`src/rtl/sdr_init_cmd_monitor.sv`:
```
// sdr_init_cmd_monitor
// Passive monitor on the SDRAM command pins. It decodes every sampled cycle
// into a command, follows the power-up initialisation sequence
// (NOP window, precharge-all, auto-refreshes, mode-register set), enforces
// the tRP/tRFC/tMRD minimum gaps and reports progress plus the first
// violation seen. Nothing here drives the SDRAM bus.
module sdr_init_cmd_monitor #(
    parameter int SDR_AW          = 13,
    parameter int SDR_BW          = 2,
    parameter int INIT_NOP_CYCLES = 8,
    parameter int TRP             = 3,
    parameter int TRFC            = 7,
    parameter int TMRD            = 2,
    parameter int N_REFRESH       = 2
) (
    input  logic              sdram_clk,
    input  logic              sdram_resetn,
    input  logic              sdr_cs_n,
    input  logic              sdr_ras_n,
    input  logic              sdr_cas_n,
    input  logic              sdr_we_n,
    input  logic [SDR_AW-1:0] sdr_addr,
    input  logic [SDR_BW-1:0] sdr_ba,
    output logic [2:0]        cmd_o,
    output logic              cmd_vld_o,
    output logic [2:0]        init_state_o,
    output logic              init_done_o,
    output logic              init_err_o,
    output logic [2:0]        err_code_o,
    output logic [3:0]        ref_cnt_o,
    output logic [SDR_AW-1:0] mode_reg_o
);

    typedef enum logic [2:0] {
        ST_PWRUP    = 3'd0,
        ST_WAIT_PRE = 3'd1,
        ST_REFRESH  = 3'd2,
        ST_WAIT_MRS = 3'd3,
        ST_MRD      = 3'd4,
        ST_DONE     = 3'd5,
        ST_ERROR    = 3'd7
    } init_state_t;

    localparam logic [2:0] CMD_NOP  = 3'd0;
    localparam logic [2:0] CMD_ACT  = 3'd1;
    localparam logic [2:0] CMD_READ = 3'd2;
    localparam logic [2:0] CMD_WR   = 3'd3;
    localparam logic [2:0] CMD_PRE  = 3'd4;
    localparam logic [2:0] CMD_AREF = 3'd5;
    localparam logic [2:0] CMD_MRS  = 3'd6;
    localparam logic [2:0] CMD_BST  = 3'd7;

    localparam logic [2:0] ERR_NONE  = 3'd0;
    localparam logic [2:0] ERR_EARLY = 3'd1;
    localparam logic [2:0] ERR_PRE   = 3'd2;
    localparam logic [2:0] ERR_TRP   = 3'd3;
    localparam logic [2:0] ERR_TRFC  = 3'd4;
    localparam logic [2:0] ERR_ORDER = 3'd5;
    localparam logic [2:0] ERR_TMRD  = 3'd6;

    // Gap timer holds "cycles still forbidden"; loading T-1 makes a command
    // exactly T cycles after the arming command the first legal one.
    localparam int               TMR_W    = 8;
    localparam logic [TMR_W-1:0] TMR_ZERO = {TMR_W{1'b0}};
    localparam logic [TMR_W-1:0] TMR_ONE  = {{(TMR_W-1){1'b0}}, 1'b1};
    localparam logic [TMR_W-1:0] TRP_LD   = (TRP  > 1) ? TMR_W'(TRP  - 1) : TMR_ZERO;
    localparam logic [TMR_W-1:0] TRFC_LD  = (TRFC > 1) ? TMR_W'(TRFC - 1) : TMR_ZERO;
    localparam logic [TMR_W-1:0] TMRD_LD  = (TMRD > 1) ? TMR_W'(TMRD - 1) : TMR_ZERO;
    localparam bit               MRD_SKIP = (TMRD <= 1);

    localparam logic [15:0] INIT_NOP_LIM = 16'(INIT_NOP_CYCLES);
    localparam logic [3:0]  N_REF_LIM    = 4'(N_REFRESH);

    // Saturating increment for the 16-bit NOP window counter.
    function automatic logic [15:0] sat_inc16(input logic [15:0] val);
        return (val == 16'hFFFF) ? val : val + 16'd1;
    endfunction

    // Saturating increment for the 4-bit refresh counter.
    function automatic logic [3:0] sat_inc4(input logic [3:0] val);
        return (val == 4'hF) ? val : val + 4'd1;
    endfunction

    init_state_t       state_r;
    init_state_t       state_leg_s;
    init_state_t       state_nxt_s;
    logic [2:0]        cmd_s;
    logic              is_nop_s;
    logic [15:0]       nop_cnt_r;
    logic [15:0]       nop_cnt_inc_s;
    logic [3:0]        ref_cnt_inc_s;
    logic [TMR_W-1:0]  tmr_r;
    logic [2:0]        tmr_code_r;
    logic              tmr_busy_s;
    logic [2:0]        viol_s;
    logic              ref_inc_s;
    logic              mode_cap_s;
    logic              done_set_s;
    logic [2:0]        cmd_r;
    logic              cmd_vld_r;
    logic              init_done_r;
    logic              init_err_r;
    logic [2:0]        err_code_r;
    logic [3:0]        ref_cnt_r;
    logic [SDR_AW-1:0] mode_reg_r;
    logic              ba_unused_s;

    // Bank address plays no part in init tracking.
    assign ba_unused_s = ^sdr_ba;

    // Decode the sampled command pins into a command code.
    always_comb begin
        cmd_s = CMD_NOP;
        if (sdr_cs_n) begin
            cmd_s = CMD_NOP;
        end else begin
            case ({sdr_ras_n, sdr_cas_n, sdr_we_n})
                3'b011:  cmd_s = CMD_ACT;
                3'b101:  cmd_s = CMD_READ;
                3'b100:  cmd_s = CMD_WR;
                3'b010:  cmd_s = CMD_PRE;
                3'b001:  cmd_s = CMD_AREF;
                3'b000:  cmd_s = CMD_MRS;
                3'b110:  cmd_s = CMD_BST;
                default: cmd_s = CMD_NOP;
            endcase
        end
    end

    assign is_nop_s      = (cmd_s == CMD_NOP);
    assign nop_cnt_inc_s = sat_inc16(nop_cnt_r);
    assign ref_cnt_inc_s = sat_inc4(ref_cnt_r);
    assign tmr_busy_s    = (tmr_r != TMR_ZERO);

    // Init sequence legality: gap timing is judged first, then whether the
    // command is allowed in the current init step.
    always_comb begin
        state_leg_s = state_r;
        viol_s      = ERR_NONE;
        ref_inc_s   = 1'b0;
        mode_cap_s  = 1'b0;
        done_set_s  = 1'b0;
        if (!is_nop_s && tmr_busy_s) begin
            viol_s = tmr_code_r;
        end else begin
            case (state_r)
                ST_PWRUP: begin
                    if (!is_nop_s) begin
                        viol_s = ERR_EARLY;
                    end else if (nop_cnt_inc_s >= INIT_NOP_LIM) begin
                        state_leg_s = ST_WAIT_PRE;
                    end else begin
                        state_leg_s = ST_PWRUP;
                    end
                end
                ST_WAIT_PRE: begin
                    if ((cmd_s == CMD_PRE) && sdr_addr[10]) begin
                        state_leg_s = ST_REFRESH;
                    end else if (!is_nop_s) begin
                        viol_s = ERR_PRE;
                    end else begin
                        state_leg_s = ST_WAIT_PRE;
                    end
                end
                ST_REFRESH: begin
                    if (cmd_s == CMD_AREF) begin
                        ref_inc_s = 1'b1;
                        if (ref_cnt_inc_s >= N_REF_LIM) begin
                            state_leg_s = ST_WAIT_MRS;
                        end else begin
                            state_leg_s = ST_REFRESH;
                        end
                    end else if (!is_nop_s) begin
                        viol_s = ERR_ORDER;
                    end else begin
                        state_leg_s = ST_REFRESH;
                    end
                end
                ST_WAIT_MRS: begin
                    if (cmd_s == CMD_AREF) begin
                        ref_inc_s = 1'b1;
                    end else if (cmd_s == CMD_MRS) begin
                        mode_cap_s = 1'b1;
                        if (MRD_SKIP) begin
                            state_leg_s = ST_DONE;
                            done_set_s  = 1'b1;
                        end else begin
                            state_leg_s = ST_MRD;
                        end
                    end else if (!is_nop_s) begin
                        viol_s = ERR_ORDER;
                    end else begin
                        state_leg_s = ST_WAIT_MRS;
                    end
                end
                ST_MRD: begin
                    // Leave on the last forbidden cycle so done shows as the window closes.
                    if (!is_nop_s) begin
                        viol_s = ERR_ORDER;
                    end else if (tmr_r <= TMR_ONE) begin
                        state_leg_s = ST_DONE;
                        done_set_s  = 1'b1;
                    end else begin
                        state_leg_s = ST_MRD;
                    end
                end
                ST_DONE:  state_leg_s = ST_DONE;
                ST_ERROR: state_leg_s = ST_ERROR;
                default:  state_leg_s = ST_ERROR;
            endcase
        end
    end

    assign state_nxt_s = (viol_s != ERR_NONE) ? ST_ERROR : state_leg_s;

    // Minimum-gap timer, re-armed by every PRE/AREF/MRS in any state.
    always_ff @(posedge sdram_clk or negedge sdram_resetn) begin
        if (!sdram_resetn) begin
            tmr_r      <= TMR_ZERO;
            tmr_code_r <= ERR_NONE;
        end else begin
            case (cmd_s)
                CMD_PRE: begin
                    tmr_r      <= TRP_LD;
                    tmr_code_r <= ERR_TRP;
                end
                CMD_AREF: begin
                    tmr_r      <= TRFC_LD;
                    tmr_code_r <= ERR_TRFC;
                end
                CMD_MRS: begin
                    tmr_r      <= TMRD_LD;
                    tmr_code_r <= ERR_TMRD;
                end
                default: begin
                    if (tmr_busy_s) begin
                        tmr_r <= tmr_r - TMR_ONE;
                    end
                end
            endcase
        end
    end

    // Init state, counters and the registered report outputs.
    always_ff @(posedge sdram_clk or negedge sdram_resetn) begin
        if (!sdram_resetn) begin
            state_r     <= ST_PWRUP;
            nop_cnt_r   <= 16'd0;
            cmd_r       <= CMD_NOP;
            cmd_vld_r   <= 1'b0;
            init_done_r <= 1'b0;
            init_err_r  <= 1'b0;
            err_code_r  <= ERR_NONE;
            ref_cnt_r   <= 4'd0;
            mode_reg_r  <= {SDR_AW{1'b0}};
        end else begin
            state_r   <= state_nxt_s;
            cmd_r     <= cmd_s;
            cmd_vld_r <= !is_nop_s;
            if (is_nop_s) begin
                nop_cnt_r <= nop_cnt_inc_s;
            end
            if (ref_inc_s) begin
                ref_cnt_r <= ref_cnt_inc_s;
            end
            if (mode_cap_s) begin
                mode_reg_r <= sdr_addr;
            end
            if (done_set_s) begin
                init_done_r <= 1'b1;
            end
            if (viol_s != ERR_NONE) begin
                init_err_r <= 1'b1;
                if (err_code_r == ERR_NONE) begin
                    err_code_r <= viol_s;
                end
            end
        end
    end

    assign cmd_o        = cmd_r;
    assign cmd_vld_o    = cmd_vld_r;
    assign init_state_o = state_r;
    assign init_done_o  = init_done_r;
    assign init_err_o   = init_err_r;
    assign err_code_o   = err_code_r;
    assign ref_cnt_o    = ref_cnt_r;
    assign mode_reg_o   = mode_reg_r;

endmodule

```
`config.mk`:
```
export PLATFORM = sky130hd
export DESIGN_NAME = sdr_init_cmd_monitor
export DESIGN_NICKNAME = d
export VERILOG_FILES = /design/src/rtl/sdr_init_cmd_monitor.sv
export SDC_FILE = /design/constraint.sdc
export NUM_CORES = 1
export LEC_CHECK = 0
export CAP_MARGIN = 10
export CORE_MARGIN = 5
export CORE_UTILIZATION = 51
export CTS_BUF_LIST = sky130_fd_sc_hd__clkbuf_8
export CTS_CLUSTER_DIAMETER = 60
export DETAILED_ROUTE_END_ITERATION = 8
export PLACE_DENSITY = 0.77
export SYNTH_ARGS = -nofsm -noshare
export SYNTH_HDL_FRONTEND = slang
export SYNTH_SLANG_ARGS = --single-unit
export TNS_END_PERCENT = 1
```
`constraint.sdc`:
```
create_clock -name sdram_clk -period 2.6 [get_ports sdram_clk]
set_input_delay 0.52 -clock sdram_clk [delete_from_list [all_inputs] [get_ports sdram_clk]]
set_output_delay 0.52 -clock sdram_clk [all_outputs]
set_load 0.02 [all_outputs]
```
==> impl_metrics.env <==
export IMPL_tightest_slew_ns=0.626
export IMPL_fmax_mhz=434
export IMPL_grt_max_degree=30
export IMPL_max_slew_margin_pct=58.3
export IMPL_ctsHtreeMaxLevel=2
export IMPL_worst_ep_required_time_ns=2.81
export IMPL_clk_insertion_delay_late_ns=0.32
export IMPL_antenna_found_initial=0
export IMPL_ys_warn_count=0
export IMPL_cts_buffer_depth=2
export IMPL_core_area_um2=5570
export IMPL_avgRoutedWirePerCell_um=15.6
export IMPL_gr_usage_all_layers_pct=18.8
export IMPL_synthCells=299
export IMPL_slew_viol_final=0
export IMPL_synth_edff_count=0
export IMPL_place_congestion=0.918
export IMPL_num_rows=27
export IMPL_setup_violations=0
export IMPL_grt_pass1_wl_um=11300
export IMPL_drtIter0Drc=200
export IMPL_fin_crit_ns=2.31
export IMPL_worst_setup_path_start_kind="register"
export IMPL_rsz0062_at_grt="false"
export IMPL_port_buffers=47
export IMPL_num_vias=2441
export IMPL_rrSetupSlack_ns=0.29
export IMPL_areaGrowthSynthToFinish_pct=25.3
export IMPL_wirelength_um=6820
export IMPL_io_pins=50
export IMPL_clk_pin_slew_worst_paths_ns=0.11
export IMPL_post_route_period_util_pct=88.7
export IMPL_power_density_nw_per_um2=617
export IMPL_dp_hpwl_um=5160
export IMPL_grt_pass1_vias=2338
export IMPL_drv_cap=0
export IMPL_start_util_pct=53.2
export IMPL_ir_worst_vdd_uv=367
export IMPL_synth_area_per_cell_um2=9.92
export IMPL_via_per_inst=5.60
export IMPL_ys_seq_elements=56
export IMPL_syn_num_nets=326
export IMPL_grt_remaining_overflow=0
export IMPL_setup_worst_path_end_class="register"
export IMPL_synth_area_um2=2970
export IMPL_layout_nets=390
export IMPL_die_h_um=86.3
export IMPL_fin_ws_ns=0.294
export IMPL_cts_resized_gates=0
export IMPL_dieArea_um2=7440
export IMPL_hold_class="in -> async"
export IMPL_synthDistinctLibCells=54
export IMPL_ys_async_sr_fraction_pct=100
export IMPL_antenna_cells=0
export IMPL_crit_fanout=13
export IMPL_drive_gt1_share_pct=16.2
export IMPL_power_leakage_uw=0.00156
export IMPL_hold_violations=0
export IMPL_ctsRootBufferMaster="clkbuf_8"
export IMPL_critPathKind="reg -> reg"
export IMPL_final_antenna_net_count=0
export IMPL_critical_path_arrival_ns=2.52
export IMPL_cts_tree="done"
export IMPL_design_power_total_uw=2290
export IMPL_place_ws_ns=-0.000799
export IMPL_drc=0
export IMPL_firstDrtPassIters=4
export IMPL_cts_buffers=5
export IMPL_cts_setup_buffers=0
export IMPL_ys_seq_area_share_pct=47.3
export IMPL_ctsHoldBuffers=0
export IMPL_die_x_um=86.3
export IMPL_numClockSinks=56
export IMPL_synth_top_flop_cell="dfrtp_1"
export IMPL_status="finished clean"
export IMPL_fin_skew_ns=0.00760
-- cells in the final DEF (no fill, tap or decap), types with 3 or more instances in the layout --
cell / Yosys / routed
nand4_1: 6 / 6
nand2_1: 20 / 20
o21ai_0: 9 / 9
clkbuf_8: 0 / 5
or2_2: 4 / 4
nor4_1: 10 / 10
buf_4: 1 / 19
clkdlybuf4s50_1: 0 / 46
ha_1: 6 / 6
o31ai_1: 4 / 4
mux2_2: 13 / 13
a21oi_1: 17 / 17
xnor2_1: 13 / 13
a31o_2: 3 / 3
nand3_1: 17 / 17
inv_1: 12 / 12
nor2b_1: 3 / 3
or3_1: 5 / 5
a31oi_1: 3 / 3
nor2_1: 29 / 29
dfrtp_1: 56 / 56
nor3_1: 10 / 10
xor2_1: 8 / 8
nand2b_1: 4 / 4
-- cell families (layout without fill, tap and decap cells) --
logic type | Yosys count | count (layout) | synth area share, %
AO/OA/AOI/OAI | 57 | 57 | 12.9
XOR/XNOR | 21 | 21 | 6.20
adder cells (fa/ha/maj) | 6 | 6 | 2.53
buffers and inverters | 22 | 87 | 3.63
flip-flops | 56 | 56 | 47.3
multiplexers | 14 | 14 | 5.27
AND/OR/NAND/NOR | 123 | 123 | 22.2
-- synthesized netlist by cell type (5+ instances only) --
master | n | area, um^2
nor2_1 | 29 | 109
nand4_1 | 6 | 37.5
nand3_1 | 17 | 85.1
buf_2 | 5 | 25.0
or3_1 | 5 | 31.3
inv_1 | 12 | 45.0
ha_1 | 6 | 75.1
xnor2_1 | 13 | 114
nand2_1 | 20 | 75.1
dfrtp_1 | 56 | 1400
a21oi_1 | 17 | 85.1
nor3_1 | 10 | 50.1
xor2_1 | 8 | 70.1
mux2_2 | 13 | 146
o21ai_0 | 9 | 45.0
nor4_1 | 10 | 62.6
-- layout make-up --
cell class              instances  area (um^2)
fillers                       455         1860
multi-input cells             221         1460
flip-flops and latches         56         1400
repair buffers                 67          628
well taps                      72         90.1
clock buffers                   5         68.8
inverters                      12         45.0
clock inverters                 3         26.3
-- critical path: stages (launching register included) --
cell and delay (ns):
dfrtp_1 0.43, inv_1 0.13, ha_1 0.20, or3b_2 0.49
o21ai_2 0.18, nor3b_4 0.25, buf_12 0.17, mux2_2 0.34
-- per-stage QoR --
step | hold slack (ns) | cells | instance area [um^2] | util (%) | setup TNS (ns)
global placement | 0.458 | 428 | 3620 | 65.0 | 0
finish | 0.209 | 436 | 3720 | 66.7 | 0
floorplan | 0.224 | 299 | 2970 | - | 0
global route | 0.256 | 436 | 3720 | 66.7 | 0
detailed placement | 0.464 | 428 | 3620 | 65.0 | -0.000799
CTS | 0.225 | 436 | 3720 | 66.7 | 0
-- layer usage --
layer	track usage (%)	share of wire [%]	wire, um
met1	24.7	46	3110
met2	32.0	48	3300
met3	3.71	5.0	341
met4	4.67	1.0	69
met5	0	0	0
-- worst paths after layout --
kind                         startpoint       endpoint  depth (start not counted)
hold reg to reg             init_done_o    init_done_o                          1
max in group asynchronous  sdram_resetn   ref_cnt_o[1]                          2
min in group sdram_clk      init_done_o    init_done_o                          1
setup reg to reg               tmr_r[0]  mode_reg_o[4]                          7
hold / removal             sdram_resetn      cmd_vld_o                          1
setup / recovery               tmr_r[0]  mode_reg_o[4]                          7
-- flip-flops by register name (all words and copies together), names as in the netlist --
name          flops
init_err_o        1
nop_cnt_r        16
ref_cnt_o         4
cmd_o             3
tmr_code_r        3
err_code_o        3
cmd_vld_o         1
init_state_o      3
init_done_o       1
tmr_r             8
mode_reg_o       13
-- power breakdown --
| group | total [uW] | switching (uW) | internal (uW) |
|---|---|---|---|
| combinational | 644 | 340 | 304 |
| sequential | 1140 | 151 | 991 |
| clock | 506 | 307 | 199 |
| total | 2290 | 798 | 1490 |
(Power assumes the default switching activity.)
